`src/rtl/imem_fetch_ctrl.sv`:
```
// Instruction-fetch sequencer: owns the PC, drives the ROM address and presents
// the fetched word to decode through a single-entry valid/ready instruction register.
module imem_fetch_ctrl #(
    parameter logic [31:0] RESET_PC = 32'd0,
    parameter logic [31:0] PC_STEP  = 32'd4
) (
    input  logic        clk,
    input  logic        rst_n,
    output logic [31:0] imem_addr,
    input  logic [31:0] imem_instr,
    output logic        out_valid,
    input  logic        out_ready,
    output logic [31:0] out_instr,
    output logic [31:0] out_pc,
    output logic [31:0] out_pc_plus4,
    input  logic        redirect_valid,
    input  logic [31:0] redirect_target,
    input  logic        halt,
    output logic        halted,
    output logic        fault,
    output logic [31:0] fetch_count
);

    typedef enum logic [1:0] {
        ST_RUN   = 2'd0,
        ST_HALT  = 2'd1,
        ST_FAULT = 2'd2
    } state_t;

    state_t      state_r, state_nxt_s;
    logic [31:0] pc_r, pc_nxt_s;
    logic        valid_r, valid_nxt_s;
    logic [31:0] instr_r, instr_nxt_s;
    logic [31:0] opc_r, opc_nxt_s;
    logic        fault_r, fault_nxt_s;
    logic        halted_r, halted_nxt_s;
    logic [31:0] cnt_r, cnt_nxt_s;
    logic        accept_s;
    logic        fe_s;

    assign accept_s = valid_r && out_ready;
    assign fe_s     = (state_r == ST_RUN) && (!valid_r || out_ready) && !redirect_valid && !halt;

    // Next-state and next-output computation for the fetch sequencer
    always_comb begin
        state_nxt_s = state_r;
        pc_nxt_s    = pc_r;
        valid_nxt_s = valid_r;
        instr_nxt_s = instr_r;
        opc_nxt_s   = opc_r;
        fault_nxt_s = fault_r;
        case (state_r)
            ST_RUN: begin
                if (redirect_valid) begin
                    valid_nxt_s = 1'b0;
                    if (redirect_target[1:0] != 2'b00) begin
                        state_nxt_s = ST_FAULT;
                        fault_nxt_s = 1'b1;
                    end else begin
                        pc_nxt_s    = redirect_target;
                        state_nxt_s = halt ? ST_HALT : ST_RUN;
                    end
                end else if (halt) begin
                    state_nxt_s = ST_HALT;
                    valid_nxt_s = accept_s ? 1'b0 : valid_r;
                end else if (fe_s) begin
                    instr_nxt_s = imem_instr;
                    opc_nxt_s   = pc_r;
                    valid_nxt_s = 1'b1;
                    pc_nxt_s    = pc_r + PC_STEP;
                end else begin
                    valid_nxt_s = valid_r;
                end
            end
            ST_HALT: begin
                valid_nxt_s = accept_s ? 1'b0 : valid_r;
            end
            ST_FAULT: begin
                valid_nxt_s = 1'b0;
            end
            default: begin
                // An illegal encoding is treated as a trap rather than silently resumed
                state_nxt_s = ST_FAULT;
                fault_nxt_s = 1'b1;
                valid_nxt_s = 1'b0;
            end
        endcase
        if (accept_s && (cnt_r != 32'hFFFF_FFFF)) begin
            cnt_nxt_s = cnt_r + 32'd1;
        end else begin
            cnt_nxt_s = cnt_r;
        end
        halted_nxt_s = (state_nxt_s == ST_HALT) && !valid_nxt_s;
    end

    // State and output registers
    always_ff @(posedge clk or negedge rst_n) begin
        if (!rst_n) begin
            state_r  <= ST_RUN;
            pc_r     <= RESET_PC;
            valid_r  <= 1'b0;
            instr_r  <= 32'd0;
            opc_r    <= 32'd0;
            fault_r  <= 1'b0;
            halted_r <= 1'b0;
            cnt_r    <= 32'd0;
        end else begin
            state_r  <= state_nxt_s;
            pc_r     <= pc_nxt_s;
            valid_r  <= valid_nxt_s;
            instr_r  <= instr_nxt_s;
            opc_r    <= opc_nxt_s;
            fault_r  <= fault_nxt_s;
            halted_r <= halted_nxt_s;
            cnt_r    <= cnt_nxt_s;
        end
    end

    assign imem_addr    = pc_r;
    assign out_valid    = valid_r;
    assign out_instr    = instr_r;
    assign out_pc       = opc_r;
    assign out_pc_plus4 = opc_r + PC_STEP;
    assign halted       = halted_r;
    assign fault        = fault_r;
    assign fetch_count  = cnt_r;

endmodule

```
`config.mk`:
```
export PLATFORM = sky130hd
export DESIGN_NAME = imem_fetch_ctrl
export DESIGN_NICKNAME = d
export VERILOG_FILES = /design/src/rtl/imem_fetch_ctrl.sv
export SDC_FILE = /design/constraint.sdc
export NUM_CORES = 1
export LEC_CHECK = 0
export ABC_AREA = 0
export CORE_MARGIN = 3
export CORE_UTILIZATION = 46
export CTS_CLUSTER_DIAMETER = 40
export CTS_CLUSTER_SIZE = 20
export DETAILED_ROUTE_END_ITERATION = 16
export GPL_TIMING_DRIVEN = 1
export HOLD_SLACK_MARGIN = 0.03
export PLACE_DENSITY = 0.83
export SYNTH_ARGS = -nofsm -noshare
export SYNTH_HDL_FRONTEND = slang
export SYNTH_SLANG_ARGS = --single-unit
```
`constraint.sdc`:
```
create_clock -name clk -period 2.35 [get_ports clk]
set_input_delay 0.3525 -clock clk [delete_from_list [all_inputs] [get_ports clk]]
set_output_delay 0.3525 -clock clk [all_outputs]
set_load 0.05 [all_outputs]
```
# After elaboration in Yosys (flattened, before gate mapping)
# Index checks and enable logic that the tools add are counted.
# op_classes
n_bitwise,3
add_sub_neg,3
reduce_logical,18
eq_ne,8
n_mux,17
# op_table
cell,count
2-to-1 mux 32 bit,4
"adder 32 x 3 -> 32 bit, second input constant",2
"adder 32 x 1 -> 32 bit, second input constant",1
"!= test 32 bit, second input constant",1
AND reduction 4 bit,2
2-to-1 mux 1 bit,7
logical AND 1 bit,6
2-to-1 mux 2 bit,3
"!= test 2 bit, second input constant",3
"== test 2 x 1 -> 1 bit, second input constant",2
zero test 1 bit,4
one-hot mux 1 bit (2 select lines),2
one-hot mux 2 bit (2 select lines),1
nonzero test 2 bit,2
NOT 1 bit,3
AND reduction 3 bit,1
"== test 2 bit, second input constant",1
zero test 2 bit,1
"!= test 2 x 1 -> 1 bit, second input constant",1
OR reduction 2 bit,1
logical OR 1 bit,1
# totals
elab_cells,57
register_bits,133
output_inout_bits,163

# Logic depth before layout (Yosys ltp)
# Gate-level depths: netlist of run 1.
# logic_depth
depth_word,11
depth_mapped,9
ltp_nobuf,7

# Worst setup path before layout of run 1
# Ideal clock, no wire load.
# synth_timing
path_type,reg-to-output
startpoint,register opc_r[7] (netlist: out_pc[7])
endpoint,output out_pc_plus4[31]
slack_ns,-0.803
path_stages_with_launch,6
arrival_ns,2.801
path_cell_list,dfrtp_1 > and4_1 > nand3_1 > nor4_1 > nand3_1 > xnor2_1
# synth_between
elab_chain_len,1
# synth_rtl
item,line_no,text
from (decl),34,"logic [31:0] opc_r, opc_nxt_s;"
from (signal assigned),112,opc_r <= opc_nxt_s;
adder 32 x 3 -> 32 bit,123,assign out_pc_plus4 = opc_r + PC_STEP;
to (decl),15,"output logic [31:0] out_pc_plus4,"
# No other way between the ends.

# Final worst setup path of run 1
# layout_timing
startpoint,register opc_r[2] (netlist: out_pc[2])
endpoint,output out_pc_plus4[15]
# Same word-level chain as after synthesis.

==> impl_table.tex, run 1 <==
\begin{tabular}{lr}
\hline
Metric & Value \\
\hline
\multicolumn{2}{l}{\textbf{Outcome}} \\
\quad Outcome & finished with violations \\
\quad Violated checks & negative setup slack \\
\multicolumn{2}{l}{\textbf{STA}} \\
\quad Fin Hold WS & 0.464 ns \\
\quad Setup Viol. Count Final & 19 \\
\quad Final Critical Period & between 2 and 3 ns \\
\quad Worst slew margin relative to its limit & 0.593 \\
\quad Slew at the pin with the worst max-slew slack & around 0.6 ns \\
\quad Final hold violation count & 0 \\
\quad Crit share post-route & 1.14 \\
\quad Post-Route Skew & between 0.007 and 0.008 ns \\
\quad RSZ-0062 raised after global routing & yes \\
\quad Final number of max-transition violations & 0 \\
\quad Final critical-path setup slack & -0.329 ns \\
\quad Sum of negative setup slack & -2.78 ns \\
\quad Fmax achieved & 0.373 GHz \\
\multicolumn{2}{l}{\textbf{Global route}} \\
\quad Routing usage on met1 & 0.337 \\
\quad Largest net degree at the start of global routing & a little over 60 \\
\quad Met2 Usage GRT & 0.437 \\
\quad First-pass GRT wire length & 33.9 mm \\
\quad Met3 GRT Util & 0.0695 \\
\quad Global route overflow & 0 \\
\quad Number of antenna violations at the first check in global routing & 2 \\
\quad GR peak layer & met2 \\
\quad Via count of the first global-routing pass & about 6,600 \\
\quad Total track usage & 0.262 \\
\multicolumn{2}{l}{\textbf{Setup path}} \\
\quad Count of buffering cells on the critical path with inverters included & 3 \\
\quad Most frequent cell on the critical path & buf\_4 \\
\quad Critical path capture point type & output port \\
\quad Maximum cell stage delay along the critical path & 0.39 ns \\
\quad Worst setup path start & out\_pc[2] \\
\quad Cell-by-cell listing of the critical path & buf\_4, and3\_1, nand3\_2, buf\_4, nor2\_4, nand3\_1, xnor2\_2, buf\_12 \\
\quad Slowest stage cell on the critical path & dfrtp\_2 \\
\quad Endpoint required time on the critical path & 2.00 ns \\
\quad Family with the most delay on the worst path & simple AND/OR/NAND/NOR gates \\
\quad Worst reg2reg setup slack & between 0.1 and 0.15 ns \\
\quad Crit Path Class & reg -> out \\
\quad Worst flop-to-flop path startpoint & fetch\_count[0] \\
\quad Top fanout value on the critical path & 3 \\
\quad WP data arrival & $\sim$2.3 ns \\
\quad Startpoint class of the critical path & register \\
\multicolumn{2}{l}{\textbf{Detailed routing}} \\
\quad DRT Pass-1 Iters & 5 \\
\quad Via count normalized by instance count & around 5.5 \\
\quad Drt total wl & 21.7 mm \\
\quad DR DRC count & 0 \\
\quad Average wire per cell in the routed design & between 15 and 20 um \\
\quad Count of nets left with antenna violations after detail routing & 0 \\
\quad Count of vias placed by the detailed router & 6,738 \\
\quad Starting DRC count in detailed routing & approximately 550 \\
\multicolumn{2}{l}{\textbf{Clocking}} \\
\quad H-tree levels & 4 \\
\quad Number of sinks driven by the clock tree & 133 \\
\quad Clock root buffer & clkbuf\_16 \\
\quad TritonCTS clock tree & yes \\
\quad Clock slew seen by the registers of the worst setup and hold paths & 0.06 ns \\
\quad Total CTS buffers & 17 \\
\quad Deepest clock path buffer count & 2 \\
\quad Source-to-sink clock delay at the later pin of the worst-skew pair & just over 0.4 ns \\
\multicolumn{2}{l}{\textbf{Hold path}} \\
\quad Hold\_sp & imem\_instr[8] \\
\quad Worst Hold Class & in -> reg \\
\multicolumn{2}{l}{\textbf{Die}} \\
\quad Row count & 43 \\
\quad Floorplan die area & between 15,000 and 20,000 sq um \\
\quad I/O pins & $\sim$230 \\
\quad Height of the die & approximately 130 um \\
\quad Core Area & 14,000 sq um \\
\quad Initial Utilization & 0.476 \\
\quad Die W & approximately 130 um \\
\multicolumn{2}{l}{\textbf{Finish}} \\
\quad Number of antenna diodes & 0 \\
\quad Final net count & between 1,000 and 1,500 \\
\quad Area growth from synthesis to layout & 63.3\% \\
\quad Proportion of layout cells with a drive suffix above 1 & 0.192 \\
\multicolumn{2}{l}{\textbf{Synthesis}} \\
\quad Combined area of all synthesized cells & roughly 6700 sq um \\
\quad Ys async rst share & 1.00 \\
\quad Number of enable-type register cells in the synthesized netlist & 0 \\
\quad Commonest register cell after synthesis & dfrtp\_1 \\
\quad Fraction of the yosys area taken by sequential cells & 0.498 \\
\quad Average size of a mapped cell & around 8.9 sq um \\
\quad Net count after synthesis & around 820 \\
\quad Cell count after synthesis & about 750 \\
\quad Number of warnings printed during yosys synthesis & 0 \\
\quad Count of state elements after synthesis & about 130 \\
\quad Count of unique library cells instantiated by Yosys & 48 \\
\multicolumn{2}{l}{\textbf{Placed design}} \\
\quad Routability congestion estimate & a little under 0.9 \\
\quad HPWL after detailed placement & 15.0 mm \\
\quad IO Port Bufs & approximately 230 \\
\multicolumn{2}{l}{\textbf{Flow run}} \\
\quad Max-cap violations & 0 \\
\multicolumn{2}{l}{\textbf{Power}} \\
\quad Overall power & $\sim$5 mW \\
\quad Static Leak & roughly 5.0 nW \\
\quad P per Cell Area & roughly 450 nW/um\^{}2 \\
\quad Max IR drop VDD & 0.382 mV \\
\hline
\end{tabular}
-- flip-flops by register name, indices dropped and copies added, names as in the netlist --
name and flops:
out_valid 1, imem_addr 32, state_r 2, fetch_count 32, fault 1, out_instr 32
out_pc 32, halted 1
-- area by class of cell --
type / instances / area, sq um
Multi-Input combinational cell: 562 / 3670
Sequential cell: 133 / 3350
Fill cell: 898 / 3120
Timing Repair Buffer: 295 / 3080
Clock buffer: 18 / 439
Tap cell: 180 / 225
Clock inverter: 14 / 104
Inverter: 14 / 52.6
-- report_power, final --
part / internal (mW) / total (mW) / switching (mW)
sequential: 2.29 / 2.29 / 0.000000000608
combinational: 0.117 / 0.202 / 0.0853
clock: 1.38 / 2.42 / 1.04
-- through the flow --
step           worst slack (ns)  instance area (sq um)  instances   util
4_1_cts                  -0.189                  10800       1210  0.768
3_5_place_dp             0.0618                  10000       1166  0.714
3_3_place_gp             0.0975                  10000       1166  0.714
2_1_floorplan            -0.165                   7030        747      -
6_report                 -0.329                  10900       1216  0.778
5_1_grt                  -0.378                  10900       1216  0.778
-- kinds of logic after synthesis --
family,synth area share
buffers and inverters,0.0320
AO/OA/AOI/OAI,0.0833
AND/OR/NAND/NOR,0.275
flip-flops,0.498
multiplexers,0.0247
adder cells (fa/ha/maj),0.0112
XOR/XNOR,0.0760
-- layout by cell type, fill, tap and decap left out, types with 12 or more instances in the layout --
master,synthesis,layout
clkdlybuf4s50_1,0,202
dfrtp_1,133,112
and3_1,15,13
xnor2_1,32,17
xor2_1,26,22
nand3_1,42,33
nor2_1,26,23
dfrtp_2,0,21
nand2_1,222,216
a21oi_1,24,23
mux2i_1,15,15
inv_1,14,14
buf_4,2,57
o21ai_0,23,23
buf_12,0,26
clkbuf_16,0,17
nor3_1,23,20
nor4_1,13,12
nand4_1,20,20
-- final timing paths --
kind	to	cells past startpoint
min in group asynchronous	out_instr[25]	2
max reg2reg	fetch_count[28]	6
max in group asynchronous	fetch_count[1]	3
max	out_pc_plus4[15]	8
min reg2reg	fault	1
min	out_instr[8]	3
-- what timing repair did --
action,4_1_cts,5_1_grt
hold buffers,1,0
hold endpoints to repair,58,0
gates resized for setup,27,18
pin swaps,19,16
buffers inserted,11,6
setup endpoints to repair,19,31
-- worst reg2reg max path, stage by stage (launching register included) --
cell	delay [ns]
dfrtp_2	0.39
ha_1	0.19
nand2_1	0.09
or3_1	0.55
a311o_1	0.40
or3_1	0.34
xnor2_1	0.13
-- metal layers --
layer,wire length [um],part of all wire
met5,27,0.0012
met4,408,0.019
met3,1820,0.084
met2,10900,0.50
met1,8610,0.40
-- synth_stat cells, drive strengths merged (9+ instances only) --
cell,number,area [sq um]
a21oi,24,120
a22oi,10,75.1
and3,15,93.8
and4,13,114
buf,11,60.1
clkbuf,27,101
dfrtp,133,3330
inv,14,52.6
mux2i,15,150
nand2,222,833
nand3,42,210
nand4,20,125
nor2,27,104
nor3,23,115
nor4,14,103
o21ai,23,115
o22ai,9,56.3
xnor2,32,280
xor2,26,228
Power figures use the tool's default switching activity.
==> run 2, diff against run 1 <==
--- a/config.mk
+++ b/config.mk
@@ -7,13 +7,14 @@
 export LEC_CHECK = 0
 export ABC_AREA = 0
 export CORE_MARGIN = 3
-export CORE_UTILIZATION = 46
+export CORE_UTILIZATION = 49
 export CTS_CLUSTER_DIAMETER = 40
 export CTS_CLUSTER_SIZE = 20
 export DETAILED_ROUTE_END_ITERATION = 16
 export GPL_TIMING_DRIVEN = 1
 export HOLD_SLACK_MARGIN = 0.03
-export PLACE_DENSITY = 0.83
+export PLACE_DENSITY = 0.88
+export RECOVER_POWER = 50
 export SYNTH_ARGS = -nofsm -noshare
 export SYNTH_HDL_FRONTEND = slang
 export SYNTH_SLANG_ARGS = --single-unit
==> constraint.sdc (replaced) <==
create_clock -name clk -period 3.5 [get_ports clk]
set_input_delay 0.525 -clock clk [delete_from_list [all_inputs] [get_ports clk]]
set_output_delay 0.525 -clock clk [all_outputs]
set_load 0.05 [all_outputs]
==> run 2 against run 1 <==
Effect of this change: the flow finishes with violations (max-capacitance violations, max-slew violations); total power shrank 31%; sequential power shrank 33%; sequential cell count is the same; count of clock-buffer cells in the layout grew 8; via count shrank 4.6%; clock power shrank 29%; routed wire length shrank 6.3%; die area shrank 5.8%; non-clock buffer count shrank 55; first-iteration DRC count grew 3.8%; critical path type is now in -> reg.
==> impl_table.tex, run 2 (synthesized netlist as in run 1, its figures left out) <==
\begin{tabular}{lr}
\hline
Metric & Value \\
\hline
\multicolumn{2}{l}{\textbf{Outcome}} \\
\quad Outcome & finished with violations (unchanged) \\
\quad Violated checks & max-capacitance violations, max-slew violations (was negative setup slack) \\
\multicolumn{2}{l}{\textbf{STA}} \\
\quad Final Critical Period & $\sim$3.3 ns \\
\quad Fmax achieved & around 0.30 GHz \\
\quad Slew at the pin with the worst max-slew slack & 2.02 ns (was 0.611 ns) \\
\quad Crit share post-route & 0.949 \\
\quad Setup Viol. Count Final & 0 (was 19) \\
\quad Post-Route Skew & 0.00533 ns (was 0.00762 ns) \\
\quad Worst slew margin relative to its limit & -0.350 (was 0.593) \\
\quad Fin Hold WS & 0.466 ns (was 0.464 ns) \\
\quad Sum of negative setup slack & 0 ns (was -2.78 ns) \\
\quad RSZ-0062 raised after global routing & no (was yes) \\
\quad Final number of max-transition violations & 83 (was 0) \\
\quad Final hold violation count & 0 (unchanged) \\
\multicolumn{2}{l}{\textbf{Global route}} \\
\quad Largest net degree at the start of global routing & 83 (was 61) \\
\quad Number of antenna violations at the first check in global routing & 0 (was 2) \\
\quad Via count of the first global-routing pass & 6,090 (was 6,559) \\
\quad First-pass GRT wire length & 31.4 mm (was 33.9 mm) \\
\quad Global route overflow & 0 (unchanged) \\
\quad Total track usage & 0.267 (was 0.262) \\
\multicolumn{2}{l}{\textbf{Finish}} \\
\quad Final net count & 1,043 (was 1,098) \\
\quad Number of antenna diodes & 0 (unchanged) \\
\quad Leading cell types in the layout, fill and taps excluded & 221 x nand2\_1, 149 x clkdlybuf4s50\_1, 133 x dfrtp\_1 (was 216 x nand2\_1, 202 x clkdlybuf4s50\_1, 112 x dfrtp\_1) \\
\quad Area growth from synthesis to layout & 45.8\% (was 63.3\%) \\
\quad Non-Filler Cell Area, Final & 9750 sq um (was 10,900 sq um) \\
\quad Most common cell after layout, fill and taps aside & nand2\_1 (unchanged) \\
\quad Fillers & 984 (was 898) \\
\quad Proportion of layout cells with a drive suffix above 1 & 0.0521 (was 0.192) \\
\multicolumn{2}{l}{\textbf{Setup path}} \\
\quad Worst flop-to-flop path startpoint & state\_r[0] (was fetch\_count[0]) \\
\quad WP data arrival & 3.55 ns (was 2.33 ns) \\
\quad Worst reg2reg setup slack & 0.83 ns (was 0.14 ns) \\
\quad Critical path capture point type & register (was output port) \\
\quad Termination of the worst setup path & imem\_addr[20] (was out\_pc\_plus4[15]) \\
\quad Top fanout value on the critical path & 32 (was 3) \\
\quad RR Endpoint & imem\_addr[20] (was fetch\_count[28]) \\
\quad Startpoint class of the critical path & primary input (was register) \\
\quad Worst setup path start & redirect\_valid (was out\_pc[2]) \\
\quad Endpoint required time on the critical path & 3.73 ns (was 2.00 ns) \\
\quad Crit Path Class & in -> reg (was reg -> out) \\
\quad R2r worst-path depth & 7 (was 6) \\
\multicolumn{2}{l}{\textbf{Power}} \\
\quad P per Cell Area & 347 nW/um\^{}2 (was 450 nW/um\^{}2) \\
\quad Static Leak & 4.71 nW (was 5.03 nW) \\
\quad Max IR drop VDD & 0.310 mV (was 0.382 mV) \\
\multicolumn{2}{l}{\textbf{Die}} \\
\quad Die W & 123 um (was 127 um) \\
\quad Floorplan die area & 15,100 sq um (was 16,000 sq um) \\
\quad Row count & 42 (was 43) \\
\quad I/O pins & 232 (unchanged) \\
\quad Height of the die & 123 um (was 127 um) \\
\quad Core Area & 13,300 sq um (was 14,000 sq um) \\
\quad Initial Utilization & 0.503 (was 0.476) \\
\multicolumn{2}{l}{\textbf{Clocking}} \\
\quad Source-to-sink clock delay at the later pin of the worst-skew pair & 0.42 ns (was 0.41 ns) \\
\quad Clock root buffer & clkbuf\_16 (unchanged) \\
\quad Hold buffers post-CTS & 0 (was 1) \\
\quad Deepest clock path buffer count & 2 (unchanged) \\
\quad Number of sinks driven by the clock tree & 133 (unchanged) \\
\quad TritonCTS clock tree & yes (unchanged) \\
\quad Clock slew seen by the registers of the worst setup and hold paths & 0.05 ns (was 0.06 ns) \\
\quad H-tree levels & 4 (unchanged) \\
\quad Total CTS buffers & 17 (unchanged) \\
\multicolumn{2}{l}{\textbf{Placed design}} \\
\quad Routability congestion estimate & 0.892 (was 0.869) \\
\quad IO Port Bufs & 231 (unchanged) \\
\quad HPWL after detailed placement & 14.6 mm (was 15.0 mm) \\
\quad Post-place instance area & 9200 sq um (was 10,000 sq um) \\
\multicolumn{2}{l}{\textbf{Detailed routing}} \\
\quad DR DRC count & 0 (unchanged) \\
\quad Drt total wl & 20.4 mm (was 21.7 mm) \\
\quad DRT Pass-1 Iters & 6 (was 5) \\
\quad Count of vias placed by the detailed router & 6,430 (was 6,738) \\
\quad Starting DRC count in detailed routing & 572 (was 551) \\
\quad Average wire per cell in the routed design & 17.6 um (was 17.9 um) \\
\quad Via count normalized by instance count & 5.57 (was 5.54) \\
\quad Count of nets left with antenna violations after detail routing & 0 (unchanged) \\
\multicolumn{2}{l}{\textbf{Flow run}} \\
\quad Max-cap violations & 1 (was 0) \\
\multicolumn{2}{l}{\textbf{Hold path}} \\
\quad Hold\_sp & out\_instr[12] (was imem\_instr[8]) \\
\quad Worst Hold Class & reg -> reg (was in -> reg) \\
\hline
\end{tabular}
==> run 2: worst min-delay path by stage <==
stage / to / slack, ns / cells after the start
floorplan: fault / 0.23 / 0
finish: out_instr[12] / 0.47 / 2
global route: out_instr[16] / 0.48 / 2
CTS: out_instr[13] / 0.18 / 1
detailed placement: out_instr[12] / 0.46 / 2
global placement: out_instr[0] / 0.46 / 2
==> run 2: report_power, final <==
group	total, mW	switching [mW]	internal (mW)
sequential	1.54	0.000000000605	1.54
combinational	0.125	0.0546	0.0701
clock	1.72	0.607	1.11
==> run 2: through the flow <==
step	utilization	std cells	total power, mW	setup WS, ns
final	0.733	1155	3.38	0.178
after global routing	0.733	1155	3.49	0.0170
after CTS	0.734	1155	3.41	0.0381
after detailed placement	0.692	1125	1.69	0.436
after global placement	0.692	1125	1.69	0.528
after floorplan	-	747	1.58	0.174
==> run 2: routing by layer <==
layer | track usage | vias to the layer above | share of wire
met3 | 0.0535 | 51 | 0.073
met5 | 0 | - | 0
li1 | - | 3027 | -
met4 | 0.118 | 0 | 0.031
met1 | 0.356 | 3047 | 0.41
met2 | 0.425 | 305 | 0.48
==> run 2: what timing repair did <==
item / 4_1_cts / 5_1_grt
gates resized for setup: 1 / 4
hold endpoints to repair: 0 / 0
setup buffers: 0 / 0
pin swaps: 0 / 0
setup endpoints to repair: 1 / 4
==> run 2: final cells by class <==
cell class	instances	area, sq um	area share
repair buffers	240	2420	0.248
clock inverters	4	70.1	0.00719
multi-input cells	562	3160	0.324
flip-flops and latches	133	3330	0.341
well taps	176	220	0.0226
clock buffers	26	499	0.0512
inverters	14	52.6	0.00539
==> run 2: worst max-delay path, stage by stage <==
cell           delay, ns
dlygate4sd3_1       0.56
clkbuf_1            1.01
nor4bb_4            0.38
a21o_1              0.52
o21ai_0             0.20
a22oi_1             0.21
o21ai_0             0.13
==> RTL edit 1: new RTL, settings of run 2 <==
Encoding of `state_t`: now one-hot (3 bits for 3 states).
--- a/src/rtl/imem_fetch_ctrl.sv
+++ b/src/rtl/imem_fetch_ctrl.sv
@@ -21,10 +21,10 @@
     output logic [31:0] fetch_count
 );
 
-    typedef enum logic [1:0] {
-        ST_RUN   = 2'd0,
-        ST_HALT  = 2'd1,
-        ST_FAULT = 2'd2
+    typedef enum logic [2:0] {
+        ST_RUN   = 3'b001,
+        ST_HALT  = 3'b010,
+        ST_FAULT = 3'b100
     } state_t;
 
     state_t      state_r, state_nxt_s;
Behaviour: same outputs for any inputs over 4 cycles, from zero or initial values and one cycle with rst_n low; so few cycles prove little.
==> RTL edit 1 against run 2 <==
The run still ends with capacitance limit, slew limit left. First-iteration DRC count is 2.3% lower. Sequential cell count up 1. Area after synthesis increased by 1.5%. Setup slack lost 1.8 ps. Routed wire length is 1.8% higher. Final area grew 0.82%. Utilization hardly changed.
Power is not compared: it rests on default switching activity, and its combinational part moved more than twofold at a synthesized area within 25%.
==> RTL edit 1: results (changes against run 2) <==
| Metric | Value |
|---|---|
| Post-Route M1 WL | 8529 um (+0.96%) |
| Total of max-cap violations | 1 (unchanged) |
| Layout buffer count excluding clock buffers | 244 (+1.7%) |
| Met2 WL post-DR | 9929 um (+1.4%) |
| Compound-Gate Fraction of Synth Area | 8.997% (+0.67 points) |
| Final HPWL from detailed placement | 14570 um (about the same) |
| Violated checks | capacitance limit, slew limit |
| GRT met1 Usage | 35.46% (-0.096 points) |
| Final nets | 1064 (+2.0%) |
| Max-slew violations | 71 (-14%) |
| Inverters | 7 (-7) |
| Clock-cell share of area | 5.957% (+0.12 points) |
| Maximum number of pins on one net before global-route repair | 71 (-14%) |
| Detailed-route wire length per cell | 17.57 um (-0.32%) |
| Global-route wire length before repair | 33180 um (+5.8%) |
| Status | finished, violations left |
| 1st-pass router iterations | 5 (-1) |
| Clock tree skew after final layout | 4.060 ps (-1.272 ps) |
| Sequential cell area share | 34.13% (about the same) |
| Final std cells w/o fill | 1180 (+2.2%) |
| Post-synthesis adder-cell area fraction | 0.5531% (-0.57 points) |
| Relative slew slack | -20.18% (+15 points) |
| Data arrival time of the worst path | 2800 ps (-750 ps) |
| Area of all placed cells without fillers | 9829 um^2 (+0.82%) |
| Cell types with the largest area share after synthesis | sky130_fd_sc_hd__dfrtp_1, sky130_fd_sc_hd__nand2_1, sky130_fd_sc_hd__xnor2_1 |
| Multi-input comb cells | 588 (+4.6%) |
| Synthesized area per cell | 8.814 um^2 (-1.5%) |
| Number of clock buffers in the layout | 23 (-12%) |
==> RTL edit 1: cell count changes after synthesis, sizes merged, moves of 8 or more <==
| cell | before | now |
|---|---|---|
| a22oi | 10 | 0 |
| xor2 | 26 | 16 |
| inv | 14 | 6 |
| o22ai | 9 | 25 |
| nand4 | 20 | 33 |
| nor2 | 27 | 45 |
==> RTL edit 1: final timing paths <==
check,startpoint,endpoint,slack (ps),cells after the start
worst min-delay path,out_instr[19]$_DFFE_PN0P_,out_instr[19]$_DFFE_PN0P_,470,2
worst max register to register,state_r[0]$_DFF_PN1_,imem_addr[30]$_DFFE_PN0P_,720,6
worst max-delay path,out_pc[4]$_DFFE_PN0P_,out_pc_plus4[13],180,6
worst min register to register,out_instr[19]$_DFFE_PN0P_,out_instr[19]$_DFFE_PN0P_,470,2
min in group asynchronous,rst_n,out_instr[27]$_DFFE_PN0P_,570,1
max in group asynchronous,rst_n,out_pc[14]$_DFFE_PN0P_,1230,2
==> RTL edit 2: new RTL, config.mk and constraints of run 2 <==
Made on the original files. Take the reset off `instr_r` and load it in a clocked block of its own.
--- a/src/rtl/imem_fetch_ctrl.sv
+++ b/src/rtl/imem_fetch_ctrl.sv
@@ -99,7 +99,6 @@
             state_r  <= ST_RUN;
             pc_r     <= RESET_PC;
             valid_r  <= 1'b0;
-            instr_r  <= 32'd0;
             opc_r    <= 32'd0;
             fault_r  <= 1'b0;
             halted_r <= 1'b0;
@@ -108,12 +107,15 @@
             state_r  <= state_nxt_s;
             pc_r     <= pc_nxt_s;
             valid_r  <= valid_nxt_s;
-            instr_r  <= instr_nxt_s;
             opc_r    <= opc_nxt_s;
             fault_r  <= fault_nxt_s;
             halted_r <= halted_nxt_s;
             cnt_r    <= cnt_nxt_s;
         end
+    end
+
+    always_ff @(posedge clk) begin
+        instr_r <= instr_nxt_s;
     end
 
     assign imem_addr    = pc_r;
Behaviour: not the same (Yosys sat finds a counterexample within 4 cycles, from zero or initial values and one cycle with rst_n low).
==> RTL edit 2 against run 2 <==
The run still ends with capacitance limit, slew limit left. Setup slack got worse by 120 ps. Routed wire length fell by 2.7%. Area after synthesis down 5.5%. Count of clock-buffer cells in the layout down 9. Final area shrank 3.9%. Total power grew 5.9%. Non-clock buffer count is 1 lower. Sequential cell count is the same. Via count is 8.8% lower.
==> RTL edit 2: results (changes against run 2) <==
| Metric | Value |
|---|---|
| Global-route wire length before repair | 30620 um (-2.4%) |
| Max-slew violations | 102 (+23%) |
| Number of instances in the synthesized netlist | 624 (-16%) |
| Setup Slack @ Placement | 405.5 ps (-30.60 ps) |
| Routability-driven placement congestion ratio | 0.9228 (+3.5%) |
| Fill cells | 816 (-17%) |
| Total of max-cap violations | 1 (unchanged) |
| Power consumed by the clock network | 1.89 mW (+9.9%) |
| Count of different cell masters after synthesis | 45 (-6.3%) |
| DP Area | 8783 um^2 (-4.5%) |
| Power density cells | 382.3 nW/um^2 (+10%) |
| Syn Nets | 699 (-15%) |
| Relative slew slack | -64.80% (-30 points) |
| Status | finished, violations left |
| Final HPWL from detailed placement | 14200 um (-2.7%) |
| Parity-gate share of the synthesized area counting xor and xnor cells | 8.038% (+0.44 points) |
| Area of all placed cells without fillers | 9374 um^2 (-3.9%) |
| DR vias/cell | 5.649 (+1.5%) |
| Routed via count | 5864 (-8.8%) |
| Worst VDD drop | 0.1995 mV (-36%) |
| Overall global routing resource usage | 27.07% (+0.33 points) |
| CP delay by family, top | simple AND/OR/NAND/NOR gates |
| Most numerous cell types in the synthesized netlist | sky130_fd_sc_hd__nand2_1, sky130_fd_sc_hd__dfrtp_1, sky130_fd_sc_hd__nand3_1 |
| Share of synthesized area spent on multiplexers | 2.574% (+0.10 points) |
| LEAKAGE | 4.102 nW (-13%) |
| Final nets | 932 (-11%) |
| Power in combinational cells | 0.107 mW (-14%) |
| Violated checks | capacitance limit, slew limit |
| Maximum number of pins on one net before global-route repair | 102 (+23%) |
| Post-cts resize count | 2 (+1) |
| Layout cell share with drive strength beyond 1 | 6.552% (+1.3 points) |
-- RTL edit 2: cell types whose count changed after synthesis, moves of 4 or more --
cell,run 2,this run
sky130_fd_sc_hd__a31oi_1,4,0
sky130_fd_sc_hd__and3_1,15,20
sky130_fd_sc_hd__clkbuf_1,27,14
sky130_fd_sc_hd__dfrtp_1,133,101
sky130_fd_sc_hd__edfxtp_1,0,32
sky130_fd_sc_hd__nand2_1,222,131
sky130_fd_sc_hd__nand3_1,42,38
sky130_fd_sc_hd__nand4_1,20,14
sky130_fd_sc_hd__nor2_1,26,34
sky130_fd_sc_hd__nor3_1,23,15
sky130_fd_sc_hd__nor4_1,13,4
-- RTL edit 2: layer usage --
layer  track usage (%)  routed length [um]
met4             11.45                 707
met3             6.268                1549
met2             45.80                9921
met5                 0                   0
met1             33.43                7636
-- RTL edit 2: worst paths after layout --
| check | cells after the start | slack, ps | startpoint | endpoint |
|---|---|---|---|---|
| max in group asynchronous | 2 | 1090 | rst_n | out_pc[29]$_DFFE_PN0P_ |
| min | 1 | 480 | fault$_DFFE_PN0P_ | fault$_DFFE_PN0P_ |
| max | 6 | 60 | out_pc[7]$_DFFE_PN0P_ | out_pc_plus4[21] |
| min in group asynchronous | 2 | 970 | rst_n | out_pc[12]$_DFFE_PN0P_ |
| min reg2reg | 1 | 480 | fault$_DFFE_PN0P_ | fault$_DFFE_PN0P_ |
| max reg2reg | 8 | 840 | state_r[1]$_DFF_PN0_ | imem_addr[10]$_DFFE_PN0P_ |
-- RTL edit 2: final cells by class --
class / instances / share of cell area (%)
Clock buffer: 17 / 4.538
Clock inverter: 15 / 2.162
Inverter: 12 / 0.5339
Multi-Input combinational cell: 454 / 28.28
Sequential cell: 133 / 37.21
Tap cell: 168 / 2.242
Timing Repair Buffer: 239 / 25.03
